===== config.mk =====
export PLATFORM = sky130hd
export DESIGN_NAME = dport_sram_resp
export DESIGN_NICKNAME = d
export VERILOG_FILES = /design/src/rtl/dport_sram_resp_pkg.sv /design/src/rtl/dport_sram_resp_fifo.sv /design/src/rtl/dport_sram_resp.sv
export SDC_FILE = /design/constraint.sdc
export NUM_CORES = 1
export LEC_CHECK = 0
export ABC_AREA = 1
export CAP_MARGIN = 20
export CORE_ASPECT_RATIO = 2
export CORE_MARGIN = 4
export CORE_UTILIZATION = 42
export CTS_CLUSTER_DIAMETER = 60
export DETAILED_ROUTE_END_ITERATION = 8
export PLACE_DENSITY_LB_ADDON = 0.1
export SYNTH_ARGS = -nofsm -noshare
export SYNTH_HDL_FRONTEND = slang
export SYNTH_SLANG_ARGS = --single-unit

===== constraint.sdc =====
create_clock -name clk -period 5.05 [get_ports clk]
set_input_delay 0.505 -clock clk [delete_from_list [all_inputs] [get_ports clk]]
set_output_delay 0.505 -clock clk [all_outputs]
set_load 0.1 [all_outputs]

===== src/rtl/dport_sram_resp_pkg.sv =====
// Shared types for the data-port SRAM responder: FSM states,
// request kinds and the buffered request entry layout.
package dport_sram_resp_pkg;

  typedef enum logic [1:0] {
    ST_IDLE,
    ST_WAIT,
    ST_ISSUE,
    ST_RESP
  } state_t;

  typedef enum logic [1:0] {
    K_READ,
    K_WRITE,
    K_MAINT
  } kind_t;

  // Word index is kept at full 30-bit width; the top truncates it.
  typedef struct packed {
    logic [29:0] idx;
    logic [31:0] data;
    logic [3:0]  wr;
    kind_t       kind;
    logic [10:0] tag;
    logic        oor;
  } entry_t;

  localparam int ENTRY_W = $bits(entry_t);

  function automatic kind_t decode_kind(
    input logic [3:0] wr,
    input logic       rd
  );
    kind_t k;
    k = K_MAINT;
    unique case (1'b1)
      (|wr):        k = K_WRITE;
      (~|wr && rd): k = K_READ;
      default:      k = K_MAINT;
    endcase
    return k;
  endfunction

endpackage


===== src/rtl/dport_sram_resp_fifo.sv =====
// Parameterised synchronous FIFO for buffered data-port requests.
// DEPTH must be a power of two so the pointers wrap naturally.
module dport_sram_resp_fifo #(
  parameter  int W     = 8,
  parameter  int DEPTH = 4,
  localparam int AW    = $clog2(DEPTH),
  localparam int CW    = AW + 1
) (
  input  logic          clk,
  input  logic          rst,
  input  logic          push,
  input  logic          pop,
  input  logic [W-1:0]  din,
  output logic [W-1:0]  dout,
  output logic [CW-1:0] count,
  output logic          full,
  output logic          empty
);

  logic [W-1:0]  mem [DEPTH];
  logic [AW-1:0] wp;
  logic [AW-1:0] rp;

  always_ff @(posedge clk or negedge rst) begin
    if (!rst) begin
      wp    <= '0;
      rp    <= '0;
      count <= '0;
    end else begin
      if (push) wp <= wp + AW'(1);
      if (pop)  rp <= rp + AW'(1);
      count <= count + CW'(push) - CW'(pop);
    end
  end

  always_ff @(posedge clk) begin
    if (push) mem[wp] <= din;
  end

  assign dout  = mem[rp];
  assign full  = (count == CW'(DEPTH));
  assign empty = (count == '0);

endmodule


===== src/rtl/dport_sram_resp.sv =====
// Data-port responder: queues tagged requests and serves them in order
// from a single-port SRAM. Range checking via DPORT_SRAM_RESP_ERR_EN.
module dport_sram_resp
  import dport_sram_resp_pkg::*;
#(
  parameter int          ADDR_W      = 14,
  parameter logic [31:0] BASE_ADDR   = 32'h8000_0000,
  parameter int          WAIT_STATES = 0,
  parameter int          FIFO_DEPTH  = 4
) (
  input  logic              clk,
  input  logic              rst,
  input  logic [31:0]       mem_d_addr_i,
  input  logic [31:0]       mem_d_data_wr_i,
  input  logic              mem_d_rd_i,
  input  logic [3:0]        mem_d_wr_i,
  input  logic              mem_d_cacheable_i,
  input  logic [10:0]       mem_d_req_tag_i,
  input  logic              mem_d_invalidate_i,
  input  logic              mem_d_writeback_i,
  input  logic              mem_d_flush_i,
  output logic              mem_d_accept_o,
  output logic              mem_d_ack_o,
  output logic              mem_d_error_o,
  output logic [10:0]       mem_d_resp_tag_o,
  output logic [31:0]       mem_d_data_rd_o,
  output logic [ADDR_W-1:0] sram_addr_o,
  output logic              sram_rd_o,
  output logic [3:0]        sram_wr_o,
  output logic [31:0]       sram_data_o,
  input  logic [31:0]       sram_data_i
);

  localparam int CW = $clog2(FIFO_DEPTH) + 1;
  localparam logic [3:0] WS_LD =
    (WAIT_STATES == 0) ? 4'd0 : 4'(WAIT_STATES - 1);

  logic               req;
  logic               push;
  logic               pop;
  logic               full;
  logic               empty;
  logic               more;
  logic               oor;
  logic               unused_ok;
  logic [CW-1:0]      count;
  logic [32:0]        off;
  logic [ENTRY_W-1:0] head_v;
  entry_t             in_e;
  entry_t             head;
  state_t             state;
  state_t             nxt;
  state_t             go;
  logic [3:0]         wcnt;

  assign req = mem_d_rd_i | (|mem_d_wr_i) | mem_d_flush_i
             | mem_d_invalidate_i | mem_d_writeback_i;

  // Gated by rst so the core sees no accept while held in reset.
  assign mem_d_accept_o = rst & ~full;
  assign push = req & mem_d_accept_o;
  assign pop  = (state == ST_RESP);

  assign off = {1'b0, mem_d_addr_i} - {1'b0, BASE_ADDR};

`ifdef DPORT_SRAM_RESP_ERR_EN
  assign oor = off[32] | (|(off[31:2] >> ADDR_W));
`else
  assign oor = 1'b0;
`endif

  always_comb begin
    in_e      = '0;
    in_e.idx  = off[31:2];
    in_e.data = mem_d_data_wr_i;
    in_e.wr   = mem_d_wr_i;
    in_e.kind = decode_kind(mem_d_wr_i, mem_d_rd_i);
    in_e.tag  = mem_d_req_tag_i;
    in_e.oor  = oor;
  end

  dport_sram_resp_fifo #(
    .W     (ENTRY_W),
    .DEPTH (FIFO_DEPTH)
  ) u_fifo (
    .clk   (clk),
    .rst   (rst),
    .push  (push),
    .pop   (pop),
    .din   (in_e),
    .dout  (head_v),
    .count (count),
    .full  (full),
    .empty (empty)
  );

  assign head = entry_t'(head_v);
  assign go   = (WAIT_STATES != 0) ? ST_WAIT : ST_ISSUE;
  // A same-cycle push keeps the pipeline busy without an idle bubble.
  assign more = (count > CW'(1)) | push;

  always_ff @(posedge clk or negedge rst) begin
    if (!rst) begin
      state <= ST_IDLE;
      wcnt  <= '0;
    end else begin
      state <= nxt;
      if (nxt == ST_WAIT && state != ST_WAIT) wcnt <= WS_LD;
      else if (state == ST_WAIT)              wcnt <= wcnt - 4'd1;
    end
  end

  always_comb begin
    nxt = state;
    unique case (state)
      ST_IDLE:  if (!empty) nxt = go;
      ST_WAIT:  if (wcnt == 4'd0) nxt = ST_ISSUE;
      ST_ISSUE: nxt = ST_RESP;
      ST_RESP:  nxt = more ? go : ST_IDLE;
      default:  nxt = ST_IDLE;
    endcase
  end

  always_comb begin
    sram_addr_o      = '0;
    sram_rd_o        = 1'b0;
    sram_wr_o        = 4'b0;
    sram_data_o      = '0;
    mem_d_ack_o      = 1'b0;
    mem_d_error_o    = 1'b0;
    mem_d_resp_tag_o = '0;
    mem_d_data_rd_o  = '0;
    unique case (state)
      ST_ISSUE: begin
        sram_addr_o = head.idx[ADDR_W-1:0];
        sram_rd_o   = (head.kind == K_READ) & ~head.oor;
        if (head.kind == K_WRITE && !head.oor) begin
          sram_wr_o   = head.wr;
          sram_data_o = head.data;
        end
      end
      ST_RESP: begin
        mem_d_ack_o      = 1'b1;
        mem_d_error_o    = head.oor;
        mem_d_resp_tag_o = head.tag;
        if (head.kind == K_READ && !head.oor)
          mem_d_data_rd_o = sram_data_i;
      end
      default: ;
    endcase
  end

  assign unused_ok = ^{mem_d_cacheable_i, off[32], off[1:0],
                       head.idx[29:ADDR_W]};

endmodule


# Yosys cells after proc, flatten, opt, wreduce, memory -nomap -nowiden
# Memories as Yosys holds them, arrays and structs flattened.
# Index checks and enable logic that the tools add are counted.
totals:
  out_inout_bits: 97
  mem_count: 1
  in_bits: 118
  ram_bits: 316
  ff_bits: 13
  elab_cells: 62
classes:
  bitwise_logic: 10
  add_sub_neg: 6
  n_eq_ne: 7
  mux: 20
  reduce_logical: 12
  n_lt_le_gt_ge: 1
mem_list:
  columns: ["memory", "depth", "word_bits", "rd", "rd_ports_with_merged_regs", "write_ports", "line_no", "rtl"]
  rows:
  - ["u_fifo.mem", 4, 79, 1, 0, 1, "dport_sram_resp_fifo.sv:20", "logic [W-1:0] mem [DEPTH];"]
ops:
  columns: ["op", "n"]
  rows:
  - ["32-bit two-way mux", 4]
  - ["32-bit subtractor, second input constant", 1]
  - ["4-bit two-way mux", 4]
  - ["14-bit two-way mux", 1]
  - ["11-bit two-way mux", 1]
  - ["2-bit one-hot mux with 4 select lines", 1]
  - ["2-bit by 1-bit == test with 1-bit output, second input constant", 3]
  - ["2-bit two-way mux", 3]
  - ["1-bit two-way mux", 5]
  - ["1-bit bitwise OR", 5]
  - ["2-bit by 1-bit adder with 2-bit output, second input constant", 2]
  - ["2-bit == test, second input constant", 2]
  - ["1-bit logical AND", 4]
  - ["2-bit zero test", 2]
  - ["4-bit zero test", 1]
  - ["2-bit one-hot mux with 2 select lines", 1]
  - ["4-bit OR reduction", 1]
  - ["4-bit by 1-bit subtractor with 4-bit output, second input constant", 1]
  - ["3-bit by 1-bit adder with 3-bit output", 1]
  - ["1-bit AND", 3]
  - ["3-bit == test, second input constant", 1]
  - ["3-bit by 1-bit greater-than comparator with 1-bit output, second input constant", 1]
  - ["3-bit zero test", 1]
  - ["3-bit by 1-bit subtractor with 3-bit output", 1]
  - ["other kinds (6)", 6]

# Logic depth before layout (Yosys ltp)
# Gate-level depths: netlist of the first run.
logic_depth:
  word_depth: 12
  ltp_mapped: 8

# Modules after synthesis
# From an unflattened synthesis of the first run, not the netlist that was laid out.
hier_totals:
  hier_cells: 1523
  area_unflattened_um2: 16378.2
modules_own_cells:
  columns: ["module", "n_inst", "area_per_inst_um2", "cells_per_inst"]
  rows:
  - ["dport_sram_resp_fifo", 1, 14945.6, 1299]
  - ["dport_sram_resp", 1, 1432.6, 224]

# Least setup slack after synthesis of the first run
# No wires, ideal clock.
synth_timing:
  path_kind: "in2reg"
  startpoint: "input rst"
  endpoint: "memory u_fifo.mem[0][0] in the netlist's numbering, enable pin"
  arrival_time_ns: 5.968
  setup_ns: 0.484
  stages: 3
  setup_slack_ns: -1.402
  n_path_buf: 0
  required_ns: 4.566
  path_cell_list: "a21boi_0 -> o21ai_2 -> nor2_1"
synth_via:
  elab_chain_cells: 4
synth_rtl:
  columns: ["element", "line_no", "rtl"]
  rows:
  - ["start, declared", "dport_sram_resp.sv:12", "input logic rst,"]
  - ["1-bit AND", "dport_sram_resp.sv:60", "assign mem_d_accept_o = rst & ~full;"]
  - ["1-bit AND", "dport_sram_resp.sv:61", "assign push = req & mem_d_accept_o;"]
  - ["1-bit two-way mux", "dport_sram_resp_fifo.sv:37", "if (push) mem[wp] <= din;"]
  - ["1-bit two-way mux (not written as such)", "dport_sram_resp_fifo.sv:37", null]
  - ["end, declared", "dport_sram_resp_fifo.sv:20", null]
# Every way passes these cells.

# Worst setup path after layout of the first run
layout_timing:
  startpoint: "register u_fifo.rp[0]"
  endpoint: "output mem_d_resp_tag_o[8]"
layout_via:
  elab_chain_cells: 2
layout_rtl:
  columns: ["element", "line_no", "rtl"]
  rows:
  - ["start, declared", "dport_sram_resp_fifo.sv:22", "logic [AW-1:0] rp;"]
  - ["start signal, assigned", "dport_sram_resp_fifo.sv:31", "if (pop) rp <= rp + AW'(1);"]
  - ["memory 4 x 79 bit", null, null]
  - ["11-bit two-way mux", "dport_sram_resp.sv:133", "unique case (state)"]
  - ["end, declared", "dport_sram_resp.sv:25", "output logic [10:0] mem_d_resp_tag_o,"]
# Every way passes these cells.

==> results.json, run 1 <==
{
  "run_status": "finished clean",
  "clockBufferDepth": 3,
  "netlist_instances": 904,
  "synthesis.yosys.warnings": 0,
  "worstHoldPathType": "input pin to async pin",
  "max_slew_margin": 0.326,
  "wirelength_mm": 24.5,
  "drive_above_1_share": 0.116,
  "timing.final.crit_share": 0.818,
  "tightest_slew_ns": 1.01,
  "max_clock_freq_mhz": 242,
  "half_perimeter_wire_length_of_the_detailed_placement_result_mm": 14.8,
  "placementRows": 83,
  "first_pass_iters": 4,
  "worstSkewPairLatency_ns": 0.52,
  "cts_made_buffers": 24,
  "clock-skew-final_ns": 0.00606,
  "syn2layout_area_growth_pct": 25.3,
  "rsz_0062_raised_after_global_routing": "false",
  "drv_slew": 0,
  "start_util": 0.425,
  "tritoncts_clock_tree": "done",
  "floorplan.die.width_um": 122,
  "syn_area_um2": 10900,
  "worst_setup_path_class": "flip-flop to output pin",
  "antenna_violating_nets_post_route": 0,
  "syn_nets": 1031,
  "num-nets-final": 1212,
  "die-area_um2": 28700,
  "grt_remaining_overflow": 0,
  "cts_setup_buffers": 0,
  "post_cts_resize_count": 0,
  "synth-edff-count": 252,
  "top_level_ports": 215,
  "cts.hold.buffers_added": 0,
  "post_synth.cell_area_avg_um2": 12.0,
  "yosysUniqueCellTypes": 29,
  "io_buffer_count": 194,
  "core_area_um2": 25500,
  "route.vias.total": 6977,
  "critical_path.max_fanout": 79,
  "drt_iter0_markers": 289,
  "ys_seq_elements": 265,
  "grt_start_max_net_pins": 80,
  "finalHoldViolCount": 0,
  "synth-seq-area-share": 0.726,
  "regToRegSetupSlack_ns": 2.40,
  "timing.critical_path.from_type": "flip-flop",
  "cts.reportedPaths.clkPinSlew_ns": 0.07,
  "ys_async_sr_fraction": 0.0491,
  "period_needed_ns": 4.13,
  "arrival_ns": 3.62,
  "worstSetupEndpointType": "output pin",
  "clk_root_buffer_cell": "clkbuf_16",
  "finalWeightedCongestion": 0.733,
  "grt.total_usage": 0.170,
  "die_height_um": 236,
  "wire_length_of_the_first_global_routing_pass_mm": 37.5,
  "number_of_global_route_vias_before_repair": 6944,
  "setup_violators_final": 0,
  "grt_antenna_before_repair": 1,
  "synthFlopType": "edfxtp_1",
  "post_drt_wl_per_cell_um": 17.0,
  "max_cap_violations": 0,
  "cp_data_required_time_ns": 4.55,
  "clock_tree.htree_level_count": 1,
  "cts_sinks": 265,
  "drcViolationCount": 0,
  "fin_setup_tns_ns": 0,
  "detail_route.vias_per_cell": 4.84
}
[kinds of logic after synthesis]
family                   count (synthesis)  synth area share
AND/OR/NAND/NOR                        324             0.116
buffers and inverters                  113            0.0513
multiplexers                             1          0.000921
AO/OA/AOI/OAI                          186            0.0904
XOR/XNOR                                 5           0.00403
flip-flops                             265             0.726
adder cells (fa/ha/maj)                  9            0.0111
other                                    1          0.000345
[registers in the layout, indices dropped and copies added, names as in the netlist]
| signal | count |
|---|---|
| state | 2 |
| u_fifo.count | 3 |
| u_fifo.mem | 252 |
| u_fifo.rp | 2 |
| u_fifo.wp | 2 |
| wcnt | 4 |
[final timing paths]
check,from,end,depth (start not counted)
max in group asynchronous,rst,u_fifo.rp[0]$_DFFE_PN0P_,1
setup / recovery,u_fifo.rp[0]$_DFFE_PN0P_,mem_d_resp_tag_o[8],4
hold / removal,rst,u_fifo.count[0]$_DFF_PN0_,1
setup reg to reg,state[0]$_DFF_PN0_,u_fifo.count[2]$_DFF_PN0_,7
min in group clk,wcnt[0]$_DFFE_PN0P_,wcnt[0]$_DFFE_PN0P_,1
hold reg to reg,wcnt[0]$_DFFE_PN0P_,wcnt[0]$_DFFE_PN0P_,1
[metrics by stage]
step                instance area (µm²)  hold slack (ns)  std cells   util  setup slack [ns]
floorplan                         10900            0.209        904      -             0.464
global placement                  12900            0.458       1399  0.505              1.39
global route                      13600            0.436       1443  0.533             0.653
finish                            13600            0.384       1443  0.533             0.920
detailed placement                12900            0.458       1399  0.505              1.38
CTS                               13600            0.383       1442  0.533             0.794
[synth_stat cells (all sizes together) (2+ instances only)]
| cell | count | area share |
|---|---|---|
| a21oi | 25 | 0.012 |
| buf | 36 | 0.024 |
| clkbuf | 16 | 0.0062 |
| dfrtp | 13 | 0.030 |
| edfxtp | 252 | 0.70 |
| ha | 8 | 0.0092 |
| inv | 61 | 0.021 |
| nand2 | 58 | 0.020 |
| nand3 | 8 | 0.0046 |
| nor2 | 257 | 0.089 |
| o21ai | 124 | 0.057 |
| o22ai | 36 | 0.021 |
| xnor2 | 3 | 0.0024 |
| xor2 | 2 | 0.0016 |
[worst max-delay path, cell delays in order (launching register included)]
cell and delay, ns:
dfrtp_4 0.74, inv_4 0.69, o21ai_1 0.17, a21oi_1 0.27, clkdlybuf4s50_1 1.19
[area by class of cell]
type | count | area [µm²]
Fill cell | 2254 | 11900
Sequential cell | 265 | 7900
Timing Repair Buffer | 207 | 1890
Clock buffer | 37 | 691
Antenna cell | 1 | 2.50
Tap cell | 340 | 425
Inverter | 61 | 231
Clock inverter | 6 | 30.0
Multi-Input combinational cell | 526 | 2450
[metal layers]
layer  wire length [µm]  global-route usage
met2              13700               0.324
met1               9270               0.190
met3               1030              0.0245
met5                  0                   0
met4                500              0.0507
[cell usage in the layout (no fill, tap or decap), drive strengths merged]
cell type | netlist | final
clkinv | 0 | 5
inv | 61 | 61
xnor2 | 3 | 3
clkinvlp | 0 | 1
buf | 36 | 82
nand3 | 8 | 8
edfxtp | 252 | 252
a21oi | 25 | 25
o22ai | 36 | 36
a21boi | 1 | 1
fa | 1 | 1
o21ai | 124 | 124
nor2 | 257 | 257
conb | 1 | 1
mux2i | 1 | 1
nand2 | 58 | 58
ha | 8 | 8
nand4 | 1 | 1
dfrtp | 13 | 13
diode | 0 | 1
clkdlybuf4s50 | 0 | 125
clkbuf | 16 | 37
xor2 | 2 | 2
Power of run 1 is left out: the tool's default activity adds up to more than one toggle a clock period on the data nets, which glitch-free logic cannot reach.
==> run 2, diff against run 1 <==
==> constraint.sdc (replaced) <==
create_clock -name clk -period 3.75 [get_ports clk]
set_input_delay 0.375 -clock clk [delete_from_list [all_inputs] [get_ports clk]]
set_output_delay 0.375 -clock clk [all_outputs]
set_load 0.1 [all_outputs]
==> run 2 against run 1 <==
Count of clock-buffer cells in the layout is 8 lower. Sequential cell count stayed put. First-iteration DRC count is 25% higher. Non-clock buffer count is 4 higher. Utilization is 3.1 points higher. Critical path depth is 2 higher. Hold slack worse by 0.21 ns. Critical endpoint is now mem_d_resp_tag_o[6].
==> results.json, run 2 (synthesis results as in run 1) <==
{
  "run_status": "finished clean",
  "finalWeightedCongestion": 0.755,
  "clock-skew-final_ns": 0.00836,
  "fin_setup_tns_ns": 0,
  "finalHoldViolCount": 0,
  "core_area_um2": 25500,
  "route.vias.total": 7134,
  "power.combinational.fraction": 0.531,
  "drcViolationCount": 0,
  "cts.hold.buffers_added": 0,
  "die-area_um2": 28700,
  "period_needed_ns": 3.44,
  "worstSetupEndpointType": "output pin",
  "top_level_ports": 215,
  "power.switching_fraction": 0.479,
  "layout_common_cells": "252 x nor2_1, 252 x edfxtp_1, 98 x o21ai_0, 98 x clkdlybuf4s50_1, 71 x buf_12",
  "antenna_violating_nets_post_route": 0,
  "crit_path_max_incr_delay_ns": 0.87,
  "rsz_0062_raised_after_global_routing": "false",
  "start_util": 0.425,
  "final_cell_count_no_fill": 1446,
  "path_cells": "buf_4 > nor2_1 > nor2_1 > o21ai_1 > a21oi_1 > buf_4",
  "critical_path.max_fanout": 98,
  "max_slew_margin": 0.307,
  "power_per_cell_area_nw_per_um2": 930,
  "worstHoldPathType": "input pin to async pin",
  "post_cts_resize_count": 0,
  "grt.total_usage": 0.172,
  "tritoncts_clock_tree": "done",
  "clk_root_buffer_cell": "clkbuf_16",
  "drv_slew": 0,
  "die_height_um": 236,
  "power.sequential.fraction": 0.308,
  "half_perimeter_wire_length_of_the_detailed_placement_result_mm": 15.6,
  "wire_length_of_the_first_global_routing_pass_mm": 38.2,
  "top_register": "u_fifo.mem",
  "detail_route.vias_per_cell": 4.93,
  "drt_iter0_markers": 362,
  "top_regs": "u_fifo.mem (252), wcnt (4), u_fifo.count (3)",
  "rr_worst_depth": 8,
  "clock_tree.htree_level_count": 1,
  "number_of_global_route_vias_before_repair": 7044,
  "vdd.ir_drop.worst_v": 0.000737,
  "clock_power_share": 0.162,
  "wirelength_mm": 25.0,
  "cts_sinks": 265,
  "post_drt_wl_per_cell_um": 17.3,
  "grt_remaining_overflow": 0,
  "setup_violators_final": 0,
  "timing.critical_path.from_type": "flip-flop",
  "grt_start_max_net_pins": 99,
  "worstSkewPairLatency_ns": 0.51,
  "io_buffer_count": 194,
  "floorplan.die.width_um": 122,
  "max_clock_freq_mhz": 291,
  "grt_antenna_before_repair": 1,
  "crit_path_top_delay_cell": "buf_4",
  "largest_reg_flops": 252,
  "cp_data_required_time_ns": 3.38,
  "design_internal_power_w": 0.00698,
  "placedCellCount": 1403,
  "critical_path_cell_count": 6,
  "syn2layout_area_growth_pct": 32.7,
  "clockBufferDepth": 3,
  "critical_path.n_buffers_inverters": 2,
  "arrival_ns": 3.06,
  "cts_setup_buffers": 0,
  "worst_path_dominant_cell_family": "buffers and inverters",
  "first_pass_iters": 5,
  "hold-worst-slack_ns": 0.173,
  "num-nets-final": 1215,
  "tightest_slew_ns": 1.04,
  "placementRows": 83,
  "drive_above_1_share": 0.149,
  "cts_made_buffers": 23,
  "timing.final.crit_share": 0.916,
  "worst_setup_path_class": "flip-flop to output pin",
  "max_cap_violations": 0,
  "total_switching_power_w": 0.00643,
  "total_leakage_power_nw": 5.15,
  "cts.reportedPaths.clkPinSlew_ns": 0.07
}
==> run 2: cell count changes in the layout (fill, tap and decap cells not counted), sizes merged <==
cell and change:
clkbuf -8, clkdlybuf4s50 -27, inv +1, clkinvlp +6, buf +31
==> run 2: worst paths after layout <==
kind | to | slack (ns) | from
worst max-delay path | mem_d_resp_tag_o[6] | 0.31 | u_fifo.rp[0]$_DFFE_PN0P_
worst min-delay path | u_fifo.wp[1]$_DFFE_PN0P_ | 0.17 | rst
worst max register to register | u_fifo.count[2]$_DFF_PN0_ | 1.46 | state[0]$_DFF_PN0_
worst min register to register | wcnt[0]$_DFFE_PN0P_ | 0.47 | wcnt[0]$_DFFE_PN0P_
max in group asynchronous | u_fifo.rp[0]$_DFFE_PN0P_ | 3.38 | rst
min in group clk | wcnt[0]$_DFFE_PN0P_ | 0.47 | wcnt[0]$_DFFE_PN0P_
==> run 2: power by group through the flow <==
stage | clock network (W) | registers (W) | logic [W]
2_1_floorplan | 0 | 0.00409 | 0.00522
3_3_place_gp | 0 | 0.00418 | 0.00717
3_5_place_dp | 0 | 0.00419 | 0.00722
4_1_cts | 0.00222 | 0.00413 | 0.00723
5_1_grt | 0.00235 | 0.00418 | 0.00762
6_report | 0.00217 | 0.00413 | 0.00711
==> run 2: layout make-up <==
cell class	count	area [µm²]
antenna	1	2.50
clock buffer	29	608
clock inverter	13	85.1
fill	2175	11100
inverter	61	231
multi-input combinational	526	2450
sequential	265	7900
tap	340	425
timing repair buffer	211	2720
==> run 2: per-stage QoR <==
| step | cell area (µm²) | setup slack, ns | power, W | util |
|---|---|---|---|---|
| final | 14400 | 0.314 | 0.0134 | 0.564 |
| after global routing | 14400 | 0.0252 | 0.0141 | 0.564 |
| after CTS | 14400 | 0.217 | 0.0136 | 0.564 |
| after detailed placement | 13700 | 0.779 | 0.0114 | 0.537 |
| after global placement | 13700 | 0.792 | 0.0114 | 0.537 |
| after floorplan | 10900 | 0.593 | 0.00930 | - |
==> run 2: layer usage <==
metal,global-route usage,wire [µm]
met2,0.330,14100
met1,0.192,9180
met4,0.0554,601
met3,0.0233,1110
met5,0,0
(Power assumes the default switching activity.)
==> run 3, diff against run 2 <==
--- a/config.mk
+++ b/config.mk
@@ -8,8 +8,8 @@
 export ABC_AREA = 1
 export CAP_MARGIN = 20
 export CORE_ASPECT_RATIO = 2
-export CORE_MARGIN = 4
-export CORE_UTILIZATION = 42
+export CORE_MARGIN = 3
+export CORE_UTILIZATION = 52
 export CTS_CLUSTER_DIAMETER = 60
 export DETAILED_ROUTE_END_ITERATION = 8
 export PLACE_DENSITY_LB_ADDON = 0.1
==> constraint.sdc (replaced) <==
create_clock -name clk -period 3.6 [get_ports clk]
set_input_delay 0.36 -clock clk [delete_from_list [all_inputs] [get_ports clk]]
set_output_delay 0.36 -clock clk [all_outputs]
set_load 0.1 [all_outputs]
==> run 3 against run 2 <==
Die area fell by 21%. Sequential power rose by 5.3%. Combinational power rose by 11%. Count of clock-buffer cells in the layout fell by 4. Sequential cell count did not move. Register-to-register slack got worse by 0.13 ns. Critical path depth rose by 1. Setup slack got worse by 0.11 ns. Clock skew fell by 0.0020 ns. Wire length fell by 0.78%. Cell area rose by 2.2%.
==> results.json, run 3 (synthesis results as in run 1) <==
{
  "syn2layout_area_growth_pct": 35.6,
  "hold-worst-slack_ns": 0.164,
  "timing.final.crit_share": 0.943,
  "total_leakage_power_nw": 5.29,
  "setup_violators_final": 0,
  "wirelength_mm": 24.8,
  "crit_path_max_incr_delay_ns": 0.77,
  "clock_tree.htree_level_count": 1,
  "regToRegSetupSlack_ns": 1.33,
  "cts_made_buffers": 22,
  "num-nets-final": 1215,
  "crit_path_top_delay_cell": "dfrtp_4",
  "layout.filler_cells": 1369,
  "grt.total_usage": 0.216,
  "worst_setup_path_class": "flip-flop to output pin",
  "clk_root_buffer_cell": "clkbuf_16",
  "max_slew_margin": 0.578,
  "antenna_violating_nets_post_route": 0,
  "half_perimeter_wire_length_of_the_detailed_placement_result_mm": 15.1,
  "power_per_cell_area_nw_per_um2": 999,
  "rr_worst_depth": 8,
  "start_util": 0.531,
  "arrival_ns": 3.04,
  "cts_sinks": 265,
  "drv_slew": 0,
  "period_needed_ns": 3.40,
  "top_level_ports": 215,
  "clockBufferDepth": 3,
  "cts.reportedPaths.clkPinSlew_ns": 0.07,
  "grt_start_max_net_pins": 91,
  "clock-skew-final_ns": 0.00632,
  "max_cap_violations": 0,
  "tightest_slew_ns": 0.633,
  "core_area_um2": 20500,
  "worstSetupEndpointType": "output pin",
  "wire_length_of_the_first_global_routing_pass_mm": 38.3,
  "first_pass_iters": 5,
  "die-area_um2": 22800,
  "floorplan.die.width_um": 108,
  "rr_startpoint": "state[0]$_DFF_PN0_",
  "timing.critical_path.from_type": "flip-flop",
  "layout_common_cells": "252 x nor2_1, 252 x edfxtp_1, 98 x o21ai_0, 98 x clkdlybuf4s50_1, 96 x buf_12",
  "critical_path.startpoint": "u_fifo.rp[0]$_DFFE_PN0P_",
  "placementRows": 74,
  "path_cells": "clkinv_2 > nand2_1 > nand3_1 > nand2_2 > nand4_4 > nor2_1 > buf_12",
  "worst_r2r_endpoint": "u_fifo.count[2]$_DFF_PN0_",
  "n_antenna_cell": 0,
  "post_drt_wl_per_cell_um": 18.1,
  "route.vias.total": 7276,
  "grt_remaining_overflow": 0,
  "finalWeightedCongestion": 0.765,
  "fin_setup_tns_ns": 0,
  "worstHoldPathType": "input pin to async pin",
  "drt_iter0_markers": 397,
  "detail_route.vias_per_cell": 5.31,
  "finalHoldViolCount": 0,
  "multi_input_comb_area_um2": 2470,
  "largest_reg_flops": 252,
  "grt_antenna_before_repair": 0,
  "cp_data_required_time_ns": 3.24,
  "critical_path.max_fanout": 47,
  "vdd.ir_drop.worst_v": 0.000961,
  "tritoncts_clock_tree": "done",
  "top_regs": "u_fifo.mem (252), wcnt (4), u_fifo.count (3)",
  "max_clock_freq_mhz": 294,
  "die_height_um": 210,
  "drive_above_1_share": 0.149,
  "footprint_of_the_flip_flops_and_latches_um2": 7900,
  "io_buffer_count": 194,
  "run_status": "finished clean",
  "worstSkewPairLatency_ns": 0.50,
  "power_w": 0.0147,
  "top_register": "u_fifo.mem",
  "drcViolationCount": 0,
  "endpoint": "sram_data_o[31]",
  "number_of_global_route_vias_before_repair": 7382,
  "rsz_0062_raised_after_global_routing": "false"
}
## run 3: cell count changes in the layout (fill, tap and decap cells not counted), sizes merged
cell,delta
diode,-1
clkinvlp,-5
clkinv,+4
inv,-1
clkbuf,-4
nand4,+1
bufinv,+4
## run 3: worst max-delay path, delay by kind of cell, from the launching register on
kind / cells / cell delay (ns)
and+or+nand+nor: 5 / 1.12
DFF: 1 / 0.77
buffers and inverters: 2 / 0.63
## run 3: worst min path at each step
stage	startpoint	to	slack [ns]	depth (start not counted)
2_1_floorplan	rst	state[0]$_DFF_PN0_	0.06	0
3_3_place_gp	wcnt[0]$_DFFE_PN0P_	wcnt[0]$_DFFE_PN0P_	0.46	1
3_5_place_dp	wcnt[0]$_DFFE_PN0P_	wcnt[0]$_DFFE_PN0P_	0.46	1
4_1_cts	rst	u_fifo.count[0]$_DFF_PN0_	0.16	2
5_1_grt	rst	u_fifo.count[0]$_DFF_PN0_	0.16	2
6_report	rst	wcnt[0]$_DFFE_PN0P_	0.16	2
## run 3: repair_timing
action / CTS / global route
setup buffers: 0 / 0
resized for setup: 0 / 2
hold buffers: 0 / 0
endpoints found under the setup margin: 0 / 36
## run 3: layer usage
layer	global-route usage	vias to the layer above	wire [µm]
met4	0.0676	0	585
li1	-	3493	-
met5	0	-	0
met3	0.0300	44	1250
met2	0.402	205	13800
met1	0.253	3534	9160
## run 3: cell type report
cell class,count,share of cell area
Clock inverter,15,0.0124
Sequential cell,265,0.536
Tap cell,266,0.0226
Clock buffer,25,0.0396
Multi-Input combinational cell,527,0.168
Inverter,61,0.0156
Timing Repair Buffer,211,0.206
## run 3: through the flow
stage / setup WS, ns / cells / util / area, µm²
floorplan: 0.443 / 904 / - / 10900
global placement: 0.692 / 1329 / 0.681 / 13900
detailed placement: 0.616 / 1329 / 0.681 / 13900
CTS: 0.0652 / 1369 / 0.719 / 14700
global route: 0.00228 / 1370 / 0.720 / 14700
finish: 0.204 / 1370 / 0.720 / 14700
## run 3: power breakdown
part	leakage (nW)	internal, W	switching (W)
sequential	2.45	0.00406	0.000287
combinational	2.47	0.00237	0.00551
clock	0.369	0.00146	0.00103
total	5.29	0.00789	0.00683
